File: src/rtl/psoa_sigmoid.sv
// Piecewise quadratic logistic-sigmoid for non-negative Q6.10 input, one-cycle registered output.
// f(x) = 1 - 0.5*(1 - x/4)^2 below 4.0, saturating to 1.0 at and above 4.0.
module psoa_sigmoid (
    input  logic        clk,
    input  logic        reset,
    input  logic [15:0] x,
    output logic [15:0] f_x
);

    logic        sat_s;
    logic [10:0] u_s;
    logic [21:0] p_s;
    logic [10:0] p_hi_s;
    logic [15:0] f_x_d;
    logic [15:0] f_x_q;

    // Quadratic segment and saturation select for the current sample
    always_comb begin
        sat_s  = (x[15:12] != 4'd0);
        u_s    = 11'd1024 - 11'(x[11:0] >> 2);
        p_s    = {11'd0, u_s} * {11'd0, u_s};
        // P peaks at 2^20, so P >> 11 never exceeds 512 and F never underflows
        p_hi_s = 11'(p_s >> 11);
        if (sat_s) begin
            f_x_d = 16'd1024;
        end else begin
            f_x_d = 16'd1024 - {5'd0, p_hi_s};
        end
    end

    // Output register, cleared asynchronously by active-low reset
    always_ff @(posedge clk or negedge reset) begin
        if (!reset) begin
            f_x_q <= 16'd0;
        end else begin
            f_x_q <= f_x_d;
        end
    end

    assign f_x = f_x_q;

endmodule

File: config.mk
export PLATFORM = sky130hd
export DESIGN_NAME = psoa_sigmoid
export DESIGN_NICKNAME = d
export VERILOG_FILES = /design/src/rtl/psoa_sigmoid.sv
export SDC_FILE = /design/constraint.sdc
export NUM_CORES = 1
export LEC_CHECK = 0
export CAP_MARGIN = 15
export CORE_UTILIZATION = 32
export CTS_BUF_LIST = sky130_fd_sc_hd__clkbuf_4
export CTS_CLUSTER_SIZE = 16
export DETAILED_ROUTE_END_ITERATION = 10
export PLACE_DENSITY = 0.49
export RECOVER_POWER = 50
export SLEW_MARGIN = 20
export SYNTH_ARGS = -nofsm -noshare
export SYNTH_HDL_FRONTEND = slang
export SYNTH_SLANG_ARGS = --single-unit
File: constraint.sdc
create_clock -name clk -period 0.8 [get_ports clk]
set_input_delay 0.16 -clock clk [delete_from_list [all_inputs] [get_ports clk]]
set_output_delay 0.16 -clock clk [all_outputs]
set_load 0.05 [all_outputs]
## Word-level counts from Yosys, hierarchy flattened

Cells that the tools add are included.

| storage, ports and cells | value |
|---|---|
| register bits | 16 |
| logic and storage cells | 6 |
| output and inout bits | 16 |

| operators by class | value |
|---|---|
| $add $sub $neg | 2 |
| multiplexer cells | 1 |
| reduce and logical (&&, ||, !) cells | 1 |
| multiply operators | 1 |

Operator list:

| kind | count |
|---|---|
| multiplier 11 x 11 -> 22 bit | 1 |
| two-way mux 16 bit | 1 |
| subtractor 11 x 11 -> 12 bit, first input constant | 1 |
| subtractor 11 x 10 -> 11 bit, first input constant | 1 |
| nonzero test 4 bit | 1 |

## Depth between registers and ports, before layout

| depth | value |
|---|---|
| word-level depth | 4 |
| gate-level depth with buffers | 26 |

## Least setup slack after synthesis

OpenSTA, ideal clock, no wires.

| path | value |
|---|---|
| path type | input to register |
| from | input port x[2] |
| to | register f_x_q[14] (netlist: f_x[14]) |
| buffers on the path | 0 |
| arrival time | 6.669 ns |
| data required time | 0.676 ns |
| cell stages on the path | 23 |
| setup slack | -5.992 ns |
| path through | inv_1 > ha_1 > or4b_4 > nor4_1 > xnor2_1 > inv_1 > nor2_1 > fa_1 > fa_1 > fa_1 > fa_1 > inv_1 > fa_1 > inv_1 > ha_1 > a21oi_1 > o21ai_1 > or3_1 > a32o_1 > a211oi_1 > o22ai_1 > or3b_1 > o31a_1 |

| between the ends | value |
|---|---|
| longest elaborated chain between the ends | 4 |

Ends and longest elaborated chain:

| item | RTL line | RTL |
|---|---|---|
| start: declaration | 6 | `input logic [15:0] x,` |
| subtractor 11 x 10 -> 11 bit | 20 | `u_s = 11'd1024 - 11'(x[11:0] >> 2);` |
| multiplier 11 x 11 -> 22 bit | 21 | `p_s = {11'd0, u_s} * {11'd0, u_s};` |
| subtractor 11 x 11 -> 12 bit | 27 | `f_x_d = 16'd1024 - {5'd0, p_hi_s};` |
| two-way mux 16 bit | 24 | `if (sat_s) begin` |
| end signal: assignment | 34 | `f_x_q <= 16'd0;` |
| end signal: assignment | 36 | `f_x_q <= f_x_d;` |
| end: declaration | 15 | `logic [15:0] f_x_q;` |

Every way passes these cells.

## Final worst setup path

| path | value |
|---|---|
| from | input port x[3] |
| to | register f_x_q[14] (netlist: f_x[14]) |

The elaborated chain is that of the path after synthesis.

==> impl_metrics.tcl <==
set metrics [dict create \
    synth-edff-count 0 \
    cts_sinks 12 \
    violations "setup timing" \
    syn_area_per_cell_um2 8.81 \
    vias 3670 \
    layout.cells.non_filler 812 \
    final_antenna_net_count 0 \
    dr.pass1.iters 4 \
    final_cell_mix "buf_4 (141), inv_1 (102), fa_1 (58)" \
    cts_buffers 3 \
    drive_above_1_share_pct 42.2 \
    syn_inst 462 \
    clockBufferDepth 2 \
    largest_reg_flops 12 \
    setup_viol 28 \
    required_ps 950 \
    cts_max_level 1 \
    max_stage_delay_ps 530 \
    crit_family "adder cells" \
    synth-seq-cells 12 \
    grt_pass1_wl_um 18800 \
    endpoint_kind "register" \
    cts.clk_slew.worst_paths_ps 80 \
    cts-root-buf "clkbuf_4" \
    drt-initial-drc-count 76 \
    yosys.area.top_type_share_pct 31.0 \
    design.portCount 34 \
    cp_slowest_cell "fa_1" \
    dp_slack_ps -6350 \
    vias_per_cell 4.52 \
    synth_top_area_cell "fa_1" \
    initial_utilization_pct 33.3 \
    setup.worst_path.start_class "primary input" \
    num_rows 40 \
    critPathBufInv 8 \
    synthFlopType "dfrtp_1" \
    dp_cells 787 \
    setup_slack_ps -5550 \
    final_net_count 777 \
    antennaDiodeCount 0 \
    die_h_um 115 \
    rsz0062_at_grt "true" \
    fp.coreArea_mm2 0.0122 \
    ys_seq_area_share_pct 7.38 \
    drv_cap 0 \
    grt_max_degree 13 \
    min_period_ps 6350 \
    grt_pass1_vias 4161 \
    drc 0 \
    gp_congestion 0.828 \
    tns_ps -65220 \
    fin_crit_sh_pct 793 \
    area_growth_pct 58.2 \
    cts_tree "built" \
    dpl.hpwl_um 9110 \
    grt_use_total_pct 17.8 \
    synth_area_mm2 0.00407 \
    hold_violations 0 \
    layout_commonest_cell "buf_4" \
    drt-total-wl_um 10500 \
    min_path_type "primary input to asynchronous set/reset pin" \
    hold_buffers 0 \
    dieArea_mm2 0.0132 \
    wl_per_cell_um 12.9 \
    async_flop_share_pct 100 \
    antenna_found_initial 0 \
    path_class "primary input to register" \
    worst-path-max-fanout 5 \
    overflow 0 \
    synth.area.top_cells "fa_1 (31%), ha_1 (16%), inv_1 (10%)" \
    ys_warn_count 0 \
    fillCellCount 1170 \
    worstPathArrival_ps 6500 \
    hold_ws_ps 285 \
    die_w_um 115 \
    yosysUniqueCellTypes 64 \
    critPathMostFrequentCell "fa_1" \
    outcome "finished with violations" \
    io_buffers 31 \
    slew_violations 0 \
    fmax_ghz 0.158 \
]
## through the flow
stage          util [%]  cell area [um2]
6_report           52.7             6440
5_1_grt            52.7             6440
4_1_cts            51.5             6290
3_5_place_dp       48.7             5950
3_3_place_gp       48.7             5950
2_1_floorplan         -             4330
## area by class of cell
type                    instances  area, um2  area share [%]
repair buffers                182       1640            25.4
flip-flops and latches         12        302            4.68
multi-input cells             336       3820            59.4
inverters                     110        440            6.84
well taps                     168        210            3.26
clock buffers                   3       22.5           0.350
clock inverters                 1       3.75          0.0583
## cell usage after synthesis, drive strengths merged (2+ instances only)
cell	number
a41oi	2
clkbuf	5
o21a	4
buf	5
and2	16
ha	51
o21ai	10
or3	4
or2	4
inv	110
nor4	3
nor3b	2
xnor2	17
xor2	8
nand3b	2
nand2b	7
nand3	4
conb	2
nor3	13
o221ai	2
a21oi	12
o211ai	2
and3	6
dfrtp	12
a2111oi	2
nor2	26
a21o	4
nand2	34
mux2i	4
a211oi	5
fa	63
## cells by family (layout without fill, tap and decap cells)
| kind of cell | after synthesis | count (layout) | share of synthesized area (%) |
|---|---|---|---|
| DFF | 12 | 12 | 7.38 |
| and+or+nand+nor | 128 | 128 | 17.3 |
| AOI/OAI and AO/OA | 56 | 56 | 10.2 |
| other | 2 | 8 | 0.184 |
| buffers and inverters | 120 | 296 | 11.5 |
| adders and majority gates | 114 | 114 | 46.7 |
| xor gates and xnor gates | 25 | 25 | 5.56 |
| muxes | 5 | 5 | 1.26 |
## how the worst max path moves through the flow
stage          startpoint       to  slack, ps  cells after the start
6_report             x[3]  f_x[14]      -5550                     27
5_1_grt              x[3]  f_x[14]      -5710                     27
2_1_floorplan        x[3]  f_x[14]      -5540                     25
4_1_cts              x[3]  f_x[14]      -5520                     28
3_3_place_gp         x[3]  f_x[14]      -6290                     23
3_5_place_dp         x[3]  f_x[14]      -6350                     23
## what timing repair did
item / 4_1_cts / 5_1_grt
hold endpoints to repair: 0 / 0
endpoints found under the setup margin: 28 / 28
pin swaps: 59 / 32
setup buffers: 18 / 8
gates resized for setup: 63 / 33
## metal layers
layer	share of wire, %	global-route usage, %	vias up
li1	-	-	1822
met1	43	21.4	1803
met2	54	35.5	36
met3	1.3	1.27	9
met4	1.5	1.73	0
met5	0	0	-
Power is left out: the tool's default activity adds up to more than one toggle a clock period on the data nets, which glitch-free logic cannot reach.
